<file path="src/rtl/alu_pkg.sv">
// Shared types and the saturate/wrap helper for the mac_alu accumulator ALU.
package alu_pkg;

    typedef enum logic [2:0] {
        NOP  = 3'd0,
        LOAD = 3'd1,
        ADD  = 3'd2,
        SUB  = 3'd3,
        MUL  = 3'd4,
        MAC  = 3'd5
    } func_t;

    typedef enum logic {
        IDLE = 1'b0,
        MULT = 1'b1
    } state_t;

    // The result occupies bits [w-1:0] and the overflow flag sits at bit w.
    // A caller can then take both with a single (w+1)-bit size cast.
    function automatic logic [64:0] sat_w(input logic signed [63:0] v,
                                          input int unsigned w,
                                          input bit sat);
        logic signed [63:0] hi;
        logic signed [63:0] lo;
        logic signed [63:0] clip;
        logic [64:0]        mask;
        logic               ovf;
        hi   = (64'sd1 <<< (w - 1)) - 64'sd1;
        lo   = -(64'sd1 <<< (w - 1));
        ovf  = (v > hi) || (v < lo);
        clip = v;
        if (sat) begin
            if (v > hi)
                clip = hi;
            else if (v < lo)
                clip = lo;
        end
        mask = (65'd1 << w) - 65'd1;
        return ({1'b0, clip} & mask) | (65'(ovf) << w);
    endfunction

endpackage

</file>
<file path="src/rtl/seq_mult.sv">
// Radix-2 signed shift-add multiplier; one partial product per clock, WIDTH clocks.
module seq_mult #(
    parameter int WIDTH = 8
) (
    input  logic                      Clock,
    input  logic                      Reset,
    input  logic                      Load,
    input  logic [WIDTH-1:0]          A,
    input  logic [WIDTH-1:0]          B,
    output logic signed [2*WIDTH-1:0] Product,
    output logic                      Valid
);

    localparam int CNT_W = $clog2(WIDTH);

    logic [2*WIDTH-1:0] r_mcand;
    logic [WIDTH-1:0]   r_mplier;
    logic [2*WIDTH-1:0] r_prod;
    logic [CNT_W-1:0]   r_cnt;
    logic               r_run;

    logic [2*WIDTH-1:0] w_term;
    logic [2*WIDTH-1:0] w_next;
    logic               w_last;

    // The multiplier MSB carries weight -2^(W-1), so the last partial product is subtracted.
    assign w_term = r_mplier[0] ? r_mcand : '0;
    assign w_last = (r_cnt == CNT_W'(WIDTH - 1));
    assign w_next = w_last ? (r_prod - w_term) : (r_prod + w_term);

    // Product/Valid present the result of the iteration happening at this edge.
    assign Product = signed'(w_next);
    assign Valid   = r_run && w_last;

    always_ff @(posedge Clock) begin
        if (Reset) begin
            r_mcand  <= '0;
            r_mplier <= '0;
            r_prod   <= '0;
            r_cnt    <= '0;
            r_run    <= 1'b0;
        end else if (Load) begin
            r_mcand  <= {{WIDTH{A[WIDTH-1]}}, A};
            r_mplier <= B;
            r_prod   <= '0;
            r_cnt    <= '0;
            r_run    <= 1'b1;
        end else if (r_run) begin
            r_prod   <= w_next;
            r_mcand  <= r_mcand << 1;
            r_mplier <= r_mplier >> 1;
            r_cnt    <= r_cnt + 1'b1;
            if (w_last)
                r_run <= 1'b0;
        end
    end

endmodule

</file>
<file path="src/rtl/mac_alu.sv">
// Fixed-point accumulator ALU: single-cycle load/add/sub, multi-cycle mul/mac with Start/Busy/Done.
module mac_alu
    import alu_pkg::*;
#(
    parameter int WIDTH = 8,
    parameter int FRAC  = 3,
    parameter bit SAT   = 1'b1
) (
    input  logic             Clock,
    input  logic             Reset,
    input  logic             Start,
    input  logic [2:0]       Func,
    input  logic [WIDTH-1:0] Imm,
    input  logic [WIDTH-1:0] RegData,
    input  logic [WIDTH-1:0] SW,
    input  logic             SelSW,
    input  logic             SelImm,
    output logic [WIDTH-1:0] ACC,
    output logic             Busy,
    output logic             Done,
    output logic             Ovf
);

    state_t           r_state;
    func_t            r_func;
    logic [WIDTH-1:0] r_acc;
    logic             r_busy;
    logic             r_done;
    logic             r_ovf;

    logic [WIDTH-1:0]          w_opd;
    logic                      w_is_mult;
    logic                      w_load;
    logic signed [2*WIDTH-1:0] w_product;
    logic                      w_mult_valid;
    logic signed [WIDTH-1:0]   w_acc_s;
    logic signed [WIDTH-1:0]   w_opd_s;
    logic signed [63:0]        w_acc64;
    logic signed [63:0]        w_opd64;
    logic signed [63:0]        w_mult;
    logic signed [63:0]        w_single;
    logic signed [63:0]        w_full;
    logic [WIDTH-1:0]          w_res;
    logic                      w_ovf;

    assign w_opd     = SelSW ? SW : (SelImm ? Imm : RegData);
    assign w_is_mult = (Func == MUL) || (Func == MAC);
    assign w_load    = (r_state == IDLE) && Start && w_is_mult;

    seq_mult #(.WIDTH(WIDTH)) u_mult (
        .Clock   (Clock),
        .Reset   (Reset),
        .Load    (w_load),
        .A       (w_opd),
        .B       (Imm),
        .Product (w_product),
        .Valid   (w_mult_valid)
    );

    assign w_acc_s = signed'(r_acc);
    assign w_opd_s = signed'(w_opd);
    assign w_acc64 = 64'(w_acc_s);
    assign w_opd64 = 64'(w_opd_s);
    assign w_mult  = (64'(w_product) >>> FRAC) + ((r_func == MAC) ? w_acc64 : 64'sd0);

    always_comb begin
        w_single = w_acc64;
        case (Func)
            LOAD:    w_single = w_opd64;
            ADD:     w_single = w_acc64 + w_opd64;
            SUB:     w_single = w_acc64 - w_opd64;
            default: w_single = w_acc64;
        endcase
    end

    // NOP falls through as ACC itself, which is always in range, so Ovf clears naturally.
    assign w_full = (r_state == MULT) ? w_mult : w_single;
    assign {w_ovf, w_res} = (WIDTH + 1)'(sat_w(w_full, WIDTH, SAT));

    always_ff @(posedge Clock) begin
        if (Reset) begin
            r_state <= IDLE;
            r_func  <= NOP;
            r_acc   <= '0;
            r_busy  <= 1'b0;
            r_done  <= 1'b0;
            r_ovf   <= 1'b0;
        end else begin
            r_done <= 1'b0;
            case (r_state)
                IDLE: begin
                    if (Start) begin
                        if (w_is_mult) begin
                            r_state <= MULT;
                            r_func  <= func_t'(Func);
                            r_busy  <= 1'b1;
                        end else begin
                            r_acc  <= w_res;
                            r_ovf  <= w_ovf;
                            r_done <= 1'b1;
                        end
                    end
                end
                MULT: begin
                    if (w_mult_valid) begin
                        r_state <= IDLE;
                        r_acc   <= w_res;
                        r_ovf   <= w_ovf;
                        r_done  <= 1'b1;
                        r_busy  <= 1'b0;
                    end
                end
                default: r_state <= IDLE;
            endcase
        end
    end

    assign ACC  = r_acc;
    assign Busy = r_busy;
    assign Done = r_done;
    assign Ovf  = r_ovf;

endmodule

</file>
<file path="config.mk">
export PLATFORM = sky130hd
export DESIGN_NAME = mac_alu
export DESIGN_NICKNAME = d
export VERILOG_FILES = /design/src/rtl/alu_pkg.sv /design/src/rtl/seq_mult.sv /design/src/rtl/mac_alu.sv
export SDC_FILE = /design/constraint.sdc
export NUM_CORES = 1
export LEC_CHECK = 0
export CAP_MARGIN = 20
export CORE_MARGIN = 2
export CORE_UTILIZATION = 30
export DETAILED_ROUTE_END_ITERATION = 16
export GPL_ROUTABILITY_DRIVEN = 0
export HOLD_SLACK_MARGIN = 0.08
export PLACE_DENSITY = 0.56
export SLEW_MARGIN = 15
export SYNTH_ARGS = -nofsm -noshare
export SYNTH_HDL_FRONTEND = slang
export SYNTH_SLANG_ARGS = --single-unit
</file>
<file path="constraint.sdc">
create_clock -name Clock -period 26.6 [get_ports Clock]
set_clock_uncertainty 0.1 [all_clocks]
set_input_delay 5.32 -clock Clock [delete_from_list [all_inputs] [get_ports Clock]]
set_output_delay 5.32 -clock Clock [all_outputs]
set_load 0.05 [all_outputs]
</file>
==> results.yml, run 1 <==
clocking:
  cts_tree: "done"
  cts-root-buf: "clkbuf_16"
  cts_sinks: 59
  cts_resized: 0
  clk_pin_slew_worst_paths_ns: 0.05
  htreeDepth: 3
  postCtsSetupRepairBufs: 0
  cts_hold_buffers: 0
  clock_latency_ns: 0.33
  clock_path_buffers: 2
  cts_buffers: 9
place:
  io_buffers: 42
  place_area_sq_mm: 0.006531
  dpl.hpwl_um: 11170
yosys:
  netlist_instances: 702
  synth_area_leader_cell: "dfxtp_1"
  synth_warnings: 0
  yosys.area.top_type_share: 0.2020
  synth-compound-area-share: 0.2037
  yosys.area_share.simple: 0.2253
  synthMuxAreaShare: 0.08537
  syn_area_sq_mm: 0.005848
  synthTopCellsByArea: "dfxtp_1 (20%), fa_1 (9.2%), ha_1 (8.6%), mux2i_1 (6.5%), a21oi_1 (5.1%)"
  synth_fp_nets: 801
  synth_top_family_by_area: "simple AND/OR/NAND/NOR gates"
  async_flop_share: 0
  synth_area_per_cell_sq_um: 8.331
  synth_ff_type: "dfxtp_1"
  synth_xor_area_frac: 0.06290
  synth_fa_ha_area_frac: 0.1780
  ys_seq_area_frac: 0.2020
  synth_edf_count: 0
  yosysUniqueCellTypes: 76
  ys_ff_latch: 59
cells_and_area:
  synthToLayoutAreaGrowth_pct: 17.54
  fillers: 2072
  drive_above_1_share: 0.06386
  antenna_cells: 0
  fin_nets: 830
  final_area_sq_mm: 0.006874
detailed_routing:
  drc: 0
  routed_wl_um: 14750
  post_drt_wl_per_cell_um: 14.73
  drt_iter0_markers: 306
  postRouteAntennaNets: 0
  dr.pass1.iters: 5
  via_per_inst: 5.102
  vias: 5107
global_route:
  grt-ovfl-total: 0
  grt_max_degree: 54
  grtUsageTotal: 0.1478
  antenna_found_initial: 0
  grt_pass1_wl_um: 24580
  grt_pass1_vias: 4854
floorplan:
  ios: 43
  rows: 51
  die_y_um: 143.6
  core_sq_mm: 0.01927
  die_area_sq_mm: 0.02063
  die_w_um: 143.6
  start_util: 0.3035
timing:
  finalHoldViolCount: 0
  worstMarginPinSlew_ns: 0.9808
  period_minus_slack_ns: 9.420
  setup-violations-final: 0
  max_freq_mhz: 106.2
  period_share: 0.3541
  holdWs_ns: 0.3519
  slew_viol_final: 0
  fin_setup_tns_ns: 0
  rsz0062_at_grt: "no"
  maxSlewHeadroom: 0.3392
power_and_ir_drop:
  leakage_nw: 2.641
  irDropWorstVdd_mv: 0.04123
  total_power_mw: 0.5018
  powerDensity_mw_per_mm2: 73.00
critical_path:
  cp.arrival_ns: 9.53
  cp.required_ns: 26.71
  criticalPathCategory: "in -> reg"
  startpoint_type: "primary input"
  crit_path_end_kind: "register"
  crit_fanout: 8
run_status:
  outcome: "complete, no violations"
job:
  cap_violations: 0
hold_path:
  hp-class: "reg -> reg"
==> where the power goes <==
group,switching (mW),internal (mW)
clock network,0.0419,0.0937
logic,0.150,0.112
registers,0.00968,0.0950
==> cell type report <==
cell class	instances	area (sq um)	area share
tap	265	331.6	0.04823
sequential	59	1182	0.1720
clock buffer	11	242.7	0.03531
clock inverter	5	100.1	0.01456
timing repair buffer	50	480.5	0.06989
inverter	30	112.6	0.01638
multi-input combinational	581	4424	0.6436
==> worst max-delay path, stage by stage <==
cell	delay (ns)
clkdlybuf4s50_1	0.74
mux2i_1	0.14
o21ai_0	0.43
inv_1	0.14
ha_1	0.30
nand2_1	0.04
o21ai_0	0.14
inv_1	0.08
ha_1	0.27
nor2b_1	0.15
o2111a_1	0.25
nor3_1	0.27
nor4_1	0.10
nor3b_2	0.19
a21oi_1	0.10
o311ai_2	0.40
a21oi_2	0.16
a221o_1	0.28
==> layout by cell type, fill, tap and decap left out, drive strengths merged, types with 6 or more instances in the layout <==
master | Yosys | layout
a211oi | 21 | 21
a21o | 6 | 6
a21oi | 62 | 62
a221o | 8 | 8
a31oi | 7 | 7
and2 | 12 | 12
buf | 8 | 8
clkbuf | 24 | 11
clkdlybuf4s50 | 0 | 42
dfxtp | 59 | 59
fa | 27 | 27
ha | 40 | 40
inv | 30 | 30
mux2i | 42 | 42
nand2 | 56 | 56
nand2b | 14 | 14
nand3 | 13 | 13
nand3b | 9 | 9
nand4 | 6 | 6
nand4b | 6 | 6
nor2 | 68 | 68
nor2b | 15 | 15
nor3 | 14 | 14
nor4 | 8 | 8
o21a | 7 | 7
o21ai | 24 | 24
or3 | 10 | 10
xnor2 | 21 | 21
xor2 | 21 | 21
==> metal layers <==
layer	wire, um	part of all wire	track usage	vias to the layer above
met3	391	0.027	0.02266	14
li1	-	-	-	2593
met2	6819	0.46	0.2436	86
met4	110	0.0075	0.02890	0
met1	7426	0.50	0.2056	2414
met5	0	0	0	-
==> path summary, 6_finish.rpt <==
kind	to	cells past startpoint	slack, ns	start
setup / recovery	ACC[2]$_SDFFE_PP0P_	18	17.18	SelImm
hold / removal	r_func[0]$_SDFFE_PP0P_	2	0.35	r_func[0]$_SDFFE_PP0P_
setup reg to reg	ACC[2]$_SDFFE_PP0P_	31	18.26	u_mult.r_mplier[0]$_SDFFE_PP0P_
hold reg to reg	r_func[0]$_SDFFE_PP0P_	2	0.35	r_func[0]$_SDFFE_PP0P_
==> metrics by stage <==
step	setup slack, ns	instances	util
final	17.18	1001	0.3567
after global routing	16.74	1001	0.3567
after CTS	17.19	1001	0.3567
after detailed placement	16.83	985	0.3389
after global placement	16.97	985	0.3389
after floorplan	17.95	702	-
==> sequential cells by signal, summed over array words and instances (netlist names) <==
signal           count
r_func               3
Done                 1
Busy                 1
u_mult.r_mcand      16
ACC                  8
r_state              1
u_mult.r_run         1
Ovf                  1
u_mult.r_mplier      8
u_mult.r_prod       16
u_mult.r_cnt         3
==> cells in the mapped netlist (all sizes together) (3+ instances only) <==
cell type  number
a211oi         21
a21o            6
a21oi          62
a221o           8
a22oi           3
a31oi           7
a41oi           3
and2           12
and3            3
buf             8
clkbuf         24
dfxtp          59
fa             27
ha             40
inv            30
mux2            3
mux2i          42
nand2          56
nand2b         14
nand3          13
nand3b          9
nand4           6
nand4b          6
nor2           68
nor2b          15
nor3           14
nor3b           3
nor4            8
nor4b           3
o211ai          4
o21a            7
o21ai          24
o21bai          5
o31ai           5
or2             4
or3            10
xnor2          21
xor2           21
==> cells by family (layout without fill, tap and decap cells) <==
kind of cell,count (synthesis),after routing
compound gates,176,176
xor+xnor,42,42
fa+ha+maj,67,67
buf+inv,62,96
flops,59,59
mux,45,45
simple gates,251,251
Note: power is estimated with default switching activity, not from simulation.
==> run 2: changes to the inputs <==
Clock period 26.6 ns to 9.2 ns, I/O delays scaled along.
==> run 2 against run 1 <==
Against the previous run:
- global-route usage fell by 0.21 points
- sequential share of layout area rose by 0.15 points
- routed wire length fell by 0.96%
- power rose to 2.8 times the previous value
- clock-buffer cell count fell by 1
- die area did not move
- final cell count barely moved
- non-clock buffer count did not move
- critical endpoint is now ACC[6]$_SDFFE_PP0P_
- combinational power rose to 2.9 times the previous value
- final area fell by 0.86%
- clock power rose by 140%
- critical path depth rose by 12
==> results.yml, run 2 (synthesis gave the netlist of run 1 again) <==
critical_path:
  path_depth: 30
  crit_fanout: 24
  critical_path.slowest_cell: "ha_1"
  startpoint_type: "register"
  crit_path_end_kind: "register"
  criticalPathCategory: "reg -> reg"
  cp.arrival_ns: 8.17
  critPathMaxStageDelay_ns: 0.64
  cp_top_family: "simple AND/OR/NAND/NOR gates"
  cp.required_ns: 9.37
  reg2reg_depth: 30
  cp_num_buf_inv: 2
  rrSetupSlack_ns: 1.20
place:
  dpl.hpwl_um: 11190
  post-place-ws_ns: 1.254
  io_buffers: 42
timing:
  max_freq_mhz: 125.0
  setup_slack_ns: 1.201
  period_share: 0.8694
  maxSlewHeadroom: 0.3965
  worstMarginPinSlew_ns: 0.8957
  holdWs_ns: 0.3599
  finalHoldViolCount: 0
  slew_viol_final: 0
  rsz0062_at_grt: "no"
  period_minus_slack_ns: 7.999
  fin_setup_tns_ns: 0
  setup-violations-final: 0
clocking:
  cts_resized: 0
  clock_latency_ns: 0.33
  cts_buffers: 9
  postCtsSetupRepairBufs: 0
  clock_path_buffers: 2
  cts-root-buf: "clkbuf_16"
  cts_sinks: 59
  htreeDepth: 3
  clk_pin_slew_worst_paths_ns: 0.05
  cts_hold_buffers: 0
  cts_tree: "done"
global_route:
  globalRouteMet1Util: 0.2020
  grt_max_degree: 54
  grtUsageTotal: 0.1457
  grt_pass1_wl_um: 24090
  antenna_found_initial: 0
  grt-ovfl-total: 0
  met2_usage: 0.2398
  grt_pass1_vias: 4831
  met3_usage: 0.02333
  top_usage_layer: "met2"
floorplan:
  core_sq_mm: 0.01927
  die_w_um: 143.6
  die_area_sq_mm: 0.02063
  ios: 43
  start_util: 0.3035
  rows: 51
  die_y_um: 143.6
power_and_ir_drop:
  clockPowerShare: 0.234
  pwr-share-comb: 0.553
  powerDensity_mw_per_mm2: 204.4
  swShare: 0.4198
  seqPwrFrac: 0.213
  p_int_mw: 0.8081
  switchingPower_mw: 0.5846
  leakage_nw: 2.606
  irDropWorstVdd_mv: 0.08976
hold_path:
  hp-class: "reg -> reg"
  hold_path_depth: 1
run_status:
  outcome: "complete, no violations"
detailed_routing:
  drc: 0
  via_per_inst: 5.086
  post_drt_wl_per_cell_um: 14.61
  vias: 5086
  postRouteAntennaNets: 0
  drt_iter0_markers: 290
  dr.pass1.iters: 5
  routed_wl_um: 14610
cells_and_area:
  drive_above_1_share: 0.06259
  layout_common_cells: "nor2_1 (68), a21oi_1 (60), dfxtp_1 (58)"
  antenna_cells: 0
  synthToLayoutAreaGrowth_pct: 16.54
  mostFrequentLayoutCell: "nor2_1"
  top_regs: "u_mult.r_mcand (16), u_mult.r_prod (16)"
  fin_nets: 830
job:
  cap_violations: 0
-- run 2: power groups by stage --
| stage | sequential, mW | combinational [mW] | clock (mW) |
|---|---|---|---|
| after global routing | 0.300 | 0.854 | 0.345 |
| after global placement | 0.303 | 0.773 | 0 |
| after floorplan | 0.320 | 0.557 | 0 |
| after detailed placement | 0.302 | 0.771 | 0 |
| after CTS | 0.297 | 0.774 | 0.335 |
| final | 0.297 | 0.770 | 0.326 |
-- run 2: layout make-up --
type                       instances  area (sq um)
sequential                        59          1182
multi-input combinational        581          4424
tap                              265         331.6
fill                            2060         12460
inverter                          30         112.6
clock buffer                      10         229.0
timing repair buffer              50         480.5
clock inverter                     5         55.05
-- run 2: routing by layer --
metal	vias to the layer above	wire length [um]
met3	8	464
met2	80	6755
met1	2406	7299
met4	0	88
li1	2592	-
met5	-	0
-- run 2: worst paths after layout --
check / to / from
min: r_func[1]$_SDFFE_PP0P_ / r_func[1]$_SDFFE_PP0P_
max reg2reg: ACC[6]$_SDFFE_PP0P_ / u_mult.r_cnt[0]$_SDFFE_PP0P_
min reg2reg: r_func[1]$_SDFFE_PP0P_ / r_func[1]$_SDFFE_PP0P_
max: ACC[6]$_SDFFE_PP0P_ / u_mult.r_cnt[0]$_SDFFE_PP0P_
-- run 2: per-stage QoR --
step                instances  instance area (sq um)  utilization  total power [mW]
floorplan                 702                   5848            -            0.8761
global placement          985                   6531       0.3389             1.076
detailed placement        985                   6531       0.3389             1.073
CTS                      1000                   6815       0.3537             1.406
global route             1000                   6815       0.3537             1.499
finish                   1000                   6815       0.3537             1.393
